### src/rtl/seven_seg_scan_if.sv
// Bundle between a hex-value producer and the multiplexed seven-segment scan driver.
// The producer side (master) supplies digit data and strobes; the driver side (slave) returns pin-level outputs.
interface seven_seg_scan_if #(
    parameter int NUM_DIGITS = 4
);
    logic [4*NUM_DIGITS-1:0] digits;
    logic [NUM_DIGITS-1:0]   dp_in;
    logic [NUM_DIGITS-1:0]   blank_in;
    logic                    load;
    logic                    lzs_en;
    logic [NUM_DIGITS-1:0]   anode;
    logic [6:0]              segs;
    logic                    dp;
    logic                    frame_tick;
    logic                    update_pending;

    modport master (
        output digits, dp_in, blank_in, load, lzs_en,
        input  anode, segs, dp, frame_tick, update_pending
    );

    modport slave (
        input  digits, dp_in, blank_in, load, lzs_en,
        output anode, segs, dp, frame_tick, update_pending
    );
endinterface

### src/rtl/seven_seg_scan_driver.sv
// Multiplexed common-anode seven-segment driver with tear-free shadow buffering,
// per-digit blanking, decimal points, leading-zero suppression and anti-ghost dead time.
module seven_seg_scan_driver #(
    parameter int NUM_DIGITS  = 4,
    parameter int REFRESH_DIV = 100000,
    parameter int DEAD_CYCLES = 0
) (
    input logic             clk,
    input logic             rst_n,
    seven_seg_scan_if.slave bus
);
    localparam int PW = $clog2(REFRESH_DIV);
    localparam int IW = $clog2(NUM_DIGITS);
    localparam logic [PW-1:0]         PRE_LAST = PW'(REFRESH_DIV - 1);
    localparam logic [IW-1:0]         IDX_LAST = IW'(NUM_DIGITS - 1);
    localparam logic [NUM_DIGITS-1:0] ONE_HOT0 = NUM_DIGITS'(1);

    logic [PW-1:0]              prescaler_r;
    logic [IW-1:0]              index_r;
    logic [NUM_DIGITS-1:0][3:0] shadow_digits_r;
    logic [NUM_DIGITS-1:0][3:0] active_digits_r;
    logic [NUM_DIGITS-1:0]      shadow_dp_r;
    logic [NUM_DIGITS-1:0]      shadow_blank_r;
    logic [NUM_DIGITS-1:0]      active_dp_r;
    logic [NUM_DIGITS-1:0]      active_blank_r;
    logic                       pending_r;
    logic                       lzs_r;
    logic [NUM_DIGITS-1:0]      anode_r;
    logic [6:0]                 segs_r;
    logic                       dp_r;
    logic                       frame_tick_r;

    logic                       terminal_s;
    logic                       wrap_s;
    logic                       dead_s;
    logic                       zero_run_s;
    logic [NUM_DIGITS-1:0]      suppress_s;
    logic [NUM_DIGITS-1:0]      anode_s;
    logic [6:0]                 segs_s;
    logic                       dp_s;

    function automatic logic [6:0] decode_hex(input logic [3:0] value);
        case (value)
            4'h0: decode_hex = 7'h40;
            4'h1: decode_hex = 7'h79;
            4'h2: decode_hex = 7'h24;
            4'h3: decode_hex = 7'h30;
            4'h4: decode_hex = 7'h19;
            4'h5: decode_hex = 7'h12;
            4'h6: decode_hex = 7'h02;
            4'h7: decode_hex = 7'h78;
            4'h8: decode_hex = 7'h00;
            4'h9: decode_hex = 7'h10;
            4'hA: decode_hex = 7'h08;
            4'hB: decode_hex = 7'h03;
            4'hC: decode_hex = 7'h46;
            4'hD: decode_hex = 7'h21;
            4'hE: decode_hex = 7'h06;
            4'hF: decode_hex = 7'h0E;
            default: decode_hex = 7'h7F;
        endcase
    endfunction

    assign terminal_s = (prescaler_r == PRE_LAST);
    assign wrap_s     = terminal_s && (index_r == IDX_LAST);

    // The dead window only exists when DEAD_CYCLES is non-zero; avoids a constant compare.
    generate
        if (DEAD_CYCLES > 0) begin : g_dead
            localparam logic [PW-1:0] DEAD_LAST = PW'(DEAD_CYCLES);
            assign dead_s = (prescaler_r < DEAD_LAST);
        end else begin : g_no_dead
            assign dead_s = 1'b0;
        end
    endgenerate

    // Prescaler and digit index scan.
    always_ff @(posedge clk or negedge rst_n) begin
        if (!rst_n) begin
            prescaler_r <= '0;
            index_r     <= '0;
        end else if (terminal_s) begin
            prescaler_r <= '0;
            index_r     <= wrap_s ? '0 : index_r + IW'(1);
        end else begin
            prescaler_r <= prescaler_r + PW'(1);
        end
    end

    // Shadow capture on load; shadow-to-active transfer only at the frame wrap.
    always_ff @(posedge clk or negedge rst_n) begin
        if (!rst_n) begin
            shadow_digits_r <= '0;
            shadow_dp_r     <= '0;
            shadow_blank_r  <= '0;
            active_digits_r <= '0;
            active_dp_r     <= '0;
            active_blank_r  <= '0;
            pending_r       <= 1'b0;
            lzs_r           <= 1'b0;
        end else begin
            if (bus.load) begin
                shadow_digits_r <= bus.digits;
                shadow_dp_r     <= bus.dp_in;
                shadow_blank_r  <= bus.blank_in;
            end
            // Transfer reads the pre-load shadow, so a load on the wrap cycle stays pending.
            if (wrap_s) begin
                lzs_r <= bus.lzs_en;
                if (pending_r) begin
                    active_digits_r <= shadow_digits_r;
                    active_dp_r     <= shadow_dp_r;
                    active_blank_r  <= shadow_blank_r;
                end
            end
            pending_r <= bus.load ? 1'b1 : (wrap_s ? 1'b0 : pending_r);
        end
    end

    // Leading-zero mask: a digit is suppressed while it and all digits above it are zero.
    always_comb begin
        suppress_s = '0;
        zero_run_s = lzs_r;
        for (int i = NUM_DIGITS - 1; i >= 1; i--) begin
            zero_run_s    = zero_run_s && (active_digits_r[i] == 4'h0);
            suppress_s[i] = zero_run_s;
        end
    end

    // Next value of the pin outputs for the currently selected digit.
    always_comb begin
        anode_s = '1;
        segs_s  = 7'h7F;
        dp_s    = 1'b1;
        if (dead_s) begin
            anode_s = '1;
        end else begin
            anode_s = ~(ONE_HOT0 << index_r);
            if (active_blank_r[index_r] || suppress_s[index_r]) begin
                segs_s = 7'h7F;
                dp_s   = 1'b1;
            end else begin
                segs_s = decode_hex(active_digits_r[index_r]);
                dp_s   = ~active_dp_r[index_r];
            end
        end
    end

    // Registered pin outputs and frame pulse.
    always_ff @(posedge clk or negedge rst_n) begin
        if (!rst_n) begin
            anode_r      <= '1;
            segs_r       <= 7'h7F;
            dp_r         <= 1'b1;
            frame_tick_r <= 1'b0;
        end else begin
            anode_r      <= anode_s;
            segs_r       <= segs_s;
            dp_r         <= dp_s;
            frame_tick_r <= wrap_s;
        end
    end

    assign bus.anode          = anode_r;
    assign bus.segs           = segs_r;
    assign bus.dp             = dp_r;
    assign bus.frame_tick     = frame_tick_r;
    assign bus.update_pending = pending_r;
endmodule
### src/flat_wrapper.sv
// flat-port wrapper written by rule: the top's interface ports become plain ports
module seven_seg_scan_driver_flat 
#(
    parameter int NUM_DIGITS  = 4,
    parameter int REFRESH_DIV = 100000,
    parameter int DEAD_CYCLES = 0
)
  (clk, rst_n, bus_digits, bus_dp_in, bus_blank_in, bus_load, bus_lzs_en, bus_anode, bus_segs, bus_dp, bus_frame_tick, bus_update_pending);
  seven_seg_scan_if #(.NUM_DIGITS(NUM_DIGITS)) bus_i ();
  input logic clk;
  input logic rst_n;
  input wire logic [$bits(bus_i.digits)-1:0] bus_digits;
  input wire logic [$bits(bus_i.dp_in)-1:0] bus_dp_in;
  input wire logic [$bits(bus_i.blank_in)-1:0] bus_blank_in;
  input wire logic [$bits(bus_i.load)-1:0] bus_load;
  input wire logic [$bits(bus_i.lzs_en)-1:0] bus_lzs_en;
  output wire logic [$bits(bus_i.anode)-1:0] bus_anode;
  output wire logic [$bits(bus_i.segs)-1:0] bus_segs;
  output wire logic [$bits(bus_i.dp)-1:0] bus_dp;
  output wire logic [$bits(bus_i.frame_tick)-1:0] bus_frame_tick;
  output wire logic [$bits(bus_i.update_pending)-1:0] bus_update_pending;
  assign bus_i.digits = bus_digits;
  assign bus_i.dp_in = bus_dp_in;
  assign bus_i.blank_in = bus_blank_in;
  assign bus_i.load = bus_load;
  assign bus_i.lzs_en = bus_lzs_en;
  assign bus_anode = bus_i.anode;
  assign bus_segs = bus_i.segs;
  assign bus_dp = bus_i.dp;
  assign bus_frame_tick = bus_i.frame_tick;
  assign bus_update_pending = bus_i.update_pending;
  seven_seg_scan_driver #(.NUM_DIGITS(NUM_DIGITS), .REFRESH_DIV(REFRESH_DIV), .DEAD_CYCLES(DEAD_CYCLES)) u_core (.clk(clk), .rst_n(rst_n), .bus(bus_i));
endmodule
### config.mk
export PLATFORM = sky130hd
export DESIGN_NAME = seven_seg_scan_driver_flat
export DESIGN_NICKNAME = d
export VERILOG_FILES = /design/src/rtl/seven_seg_scan_if.sv /design/src/rtl/seven_seg_scan_driver.sv /design/src/flat_wrapper.sv
export SDC_FILE = /design/constraint.sdc
export NUM_CORES = 1
export LEC_CHECK = 0
export CORE_MARGIN = 1.5
export CORE_UTILIZATION = 55
export CTS_BUF_LIST = sky130_fd_sc_hd__clkbuf_4 sky130_fd_sc_hd__clkbuf_8 sky130_fd_sc_hd__clkbuf_16
export DETAILED_ROUTE_END_ITERATION = 8
export HOLD_SLACK_MARGIN = 0.02
export MAX_ROUTING_LAYER = met4
export PLACE_DENSITY = 0.78
export SETUP_SLACK_MARGIN = 0.5
export SLEW_MARGIN = 10
export SYNTH_ARGS = -nofsm -noshare
export SYNTH_HDL_FRONTEND = slang
export SYNTH_SLANG_ARGS = --single-unit
### constraint.sdc
create_clock -name clk -period 7.95 [get_ports clk]
set_input_delay 1.59 -clock clk [delete_from_list [all_inputs] [get_ports clk]]
set_output_delay 1.59 -clock clk [all_outputs]
set_load 0.05 [all_outputs]
==> key figures <==
GRT
  – Via count of the first global-routing pass: 2357
  – First-pass GRT wire length: about 11000 um
  – Final global-route overflow total: 0
  – GRT Util Overall: 0.206
  – Initial antenna violation count: 0
  – Pin count of the biggest net entering global routing: slightly above 80

Die
  – Num ports: 42
  – Core Region: 0.00676 mm^2
  – Die W: 86.3 um
  – Die Area: 0.00744 mm^2
  – Initial core utilization: 0.564
  – Site Rows: 30
  – Die H: 86.3 um

Pwr
  – Sw power: 0.000174 W
  – Sw Share: 0.215
  – Comb power frac: 0.046
  – VDD IR-drop max: 0.139 mV
  – Pwr dens: 181 mW/mm^2
  – Leakage: 2.00 nW
  – Fraction of power consumed by sequential logic: 0.537
  – Clock network power share: 0.418
  – Int Pwr: 0.000638 W
  – Total power: 0.000813 W

Min path
  – Hold Startpoint: u_core.prescaler_r[0]$_DFF_PN0_
  – HP Class: reg -> reg
  – WHS Endpoint: u_core.prescaler_r[0]$_DFF_PN0_
  – Hold Path Depth: 1

Critical path
  – Reg2reg start: u_core.index_r[0]$_DFFE_PN0N_
  – Crit path cell chain: clkdlybuf4s50_1
  – CP delay by family, top: buffers and inverters
  – Arr. time, crit path: 1.67 ns
  – R2R Setup Slk: roughly 5 ns
  – FF-to-FF path depth: 7
  – R2R Path End: u_core.bus.segs[0]$_DFF_PN1_
  – Startpoint types: register
  – Worst Setup End Kind: primary output
  – Crit path largest cell delay: 0.79 ns
  – Critical path peak fanout: 1
  – Critical path class: reg -> out
  – Worst EP required: between 6 and 7 ns
  – Crit path buf inv count: 1
  – Slowest CP cell: clkdlybuf4s50_1

Synth
  – Number of synthesized flops with an enable pin: 0
  – Seq/Total Area, Yosys: 0.542
  – Post-Syn Area per Cell: 13.3 um^2
  – Yosys warns: 0
  – Synth cell types: 45
  – Top_reg_cell synth: dfrtp_1
  – Ys async rst share: 1.00
  – Synthesized cell area: 0.00381 mm^2
  – Mapped Cells: 287
  – Syn nets: 326
  – FF+latch count, synth: 82

Clock tree
  – Clock Sinks: 82
  – CTS root buffer: clkbuf_8
  – Clk buf depth: 2
  – TritonCTS buffer count: 9
  – Setup Buffers After CTS: 0
  – Post-CTS Hold Buffers: 0
  – Clock Latency Late Sink: about 0.36 ns
  – Htree depth: 3
  – Clk pin slew, worst setup/hold paths: 0.08 ns
  – # resized after CTS: 0
  – CTS tree: built

Placement
  – Placed cells: 398
  – Routability congestion estimate: ~0.85
  – Detailed placement HPWL: around 4500 um
  – I/O Buffers: 41

Drt
  – # DRC: 0
  – Drt total wl: 6560 um
  – Vias per cell: 5.69
  – DR pass1 iterations: 4
  – Vias: roughly 2.4k
  – ANT nets after route: 0
  – Initial DRC Count: about 120
  – Routed wire per std cell: about 16 um

Finish
  – Syn-to-layout area delta: 17.8%
  – Ratio of cells with drive above 1 in the final layout: 0.278
  – Fillcell total: 502
  – Final std cells w/o fill: 414
  – Fin nets: 368
  – Number of inserted diodes: 0

STA
  – Worst Skew: 0.00789 ns
  – Worst slew pin tran: around 1.1 ns
  – Final number of max-transition violations: 0
  – Maximum achievable frequency: just over 0.3 GHz
  – Relative slew slack: 0.266
  – Endpoints failing hold: 0
  – Fin crit share: 0.410
  – Fin crit period: 3.26 ns
  – Setup tns final: 0 ns
  – Final setup viols: 0
  – RSZ-0062 raised after global routing: false

Outcome
  – Status: completed

Run
  – MaxCap Viol Count: 0
==> per-layer routing <==
metal	up-vias	routed length, um	GRT usage
met2	62	3260	0.313
met4	0	127	0.110
met5	-	0	-
met3	11	279	0.0429
met1	1181	2890	0.263
li1	1100	-	-
==> cell type report <==
class | instances | area [um^2] | area share
multi-input cells | 183 | 1650 | 0.367
flip-flops and latches | 82 | 2070 | 0.460
inverters | 12 | 45.0 | 0.0100
clock inverters | 6 | 88.8 | 0.0198
clock buffers | 10 | 138 | 0.0306
well taps | 80 | 100 | 0.0223
repair buffers | 41 | 408 | 0.0908
==> power by group through the flow <==
stage | Sequential [W] | Clock (W) | Combinational (W)
detailed placement | 0.000445 | 0 | 0.0000383
global placement | 0.000444 | 0 | 0.0000369
floorplan | 0.000442 | 0 | 0.0000154
finish | 0.000436 | 0.000339 | 0.0000372
CTS | 0.000436 | 0.000348 | 0.0000385
global route | 0.000438 | 0.000363 | 0.0000414
==> worst max path at each step <==
stage                             startpoint                                     end  slack (ns)  cells after the start
2_1_floorplan  u_core.index_r[0]$_DFFE_PN0N_            u_core.bus.segs[0]$_DFF_PN1_        5.21                     10
3_3_place_gp                        bus_load   u_core.shadow_digits_r[8]$_DFFE_PN0P_        4.61                      2
3_5_place_dp                        bus_load  u_core.shadow_digits_r[14]$_DFFE_PN0P_        4.58                      2
4_1_cts              u_core.bus.dp$_DFF_PN1_                                  bus_dp        4.66                      1
5_1_grt         u_core.bus.segs[3]$_DFF_PN1_                             bus_segs[3]        4.65                      1
6_report             u_core.bus.dp$_DFF_PN1_                                  bus_dp        4.69                      1
==> through the flow <==
step | hold slack [ns] | util | cell area, um^2 | worst slack [ns]
floorplan | 0.424 | - | 3810 | 5.21
global placement | 0.439 | 0.632 | 4270 | 4.61
detailed placement | 0.448 | 0.632 | 4270 | 4.58
CTS | 0.464 | 0.665 | 4490 | 4.66
global route | 0.509 | 0.665 | 4490 | 4.65
finish | 0.460 | 0.665 | 4490 | 4.69
==> logic make-up after synthesis <==
| logic type | after synthesis | synth area share |
|---|---|---|
| buffers and inverters | 22 | 0.0259 |
| adder cells (fa/ha/maj) | 11 | 0.0361 |
| AO/OA/AOI/OAI | 25 | 0.0417 |
| XOR/XNOR | 14 | 0.0322 |
| multiplexers | 63 | 0.219 |
| flip-flops | 82 | 0.542 |
| AND/OR/NAND/NOR | 70 | 0.103 |
==> synth_stat cells (7+ instances only) <==
cell type | count | area, um^2
xor2_1 | 7 | 61.3
ha_1 | 11 | 138
dfrtp_1 | 70 | 1750
mux2_4 | 20 | 300
dfstp_2 | 12 | 315
mux2_2 | 33 | 372
nand2_1 | 19 | 71.3
nor2_1 | 15 | 56.3
inv_1 | 12 | 45.0
xnor2_1 | 7 | 61.3
==> placed cells by master, fill, tap and decap left out, types with 2 or more instances in the layout <==
cell             instances
bufinv_16                2
inv_1                   12
o211ai_1                 6
xnor2_1                  7
mux2_2                  33
nand3_1                  6
nand4_1                  4
nor2_1                  15
clkbuf_8                10
clkdlybuf4s50_1         40
nand2b_1                 2
xor2_1                   7
dfrtp_1                 70
nor2b_1                  3
and2_1                   2
mux2i_1                  5
clkinvlp_4               2
or2_2                    2
nand2_1                 19
mux2_4                  20
mux4_2                   5
and4_1                   2
dfstp_2                 12
ha_1                    11
o21ai_0                  6
a21oi_1                  6
nor4_1                   4
==> sequential cells by signal, summed over array words and instances, names as in the netlist <==
name                       cells
u_core.active_blank_r          4
u_core.active_digits_r        16
u_core.active_dp_r             4
u_core.bus.anode               4
u_core.bus.dp                  1
u_core.bus.frame_tick          1
u_core.bus.segs                7
u_core.bus.update_pending      1
u_core.index_r                 2
u_core.lzs_r                   1
u_core.prescaler_r            17
u_core.shadow_blank_r          4
u_core.shadow_digits_r        16
u_core.shadow_dp_r             4
Note: power is estimated with default switching activity, not from simulation.
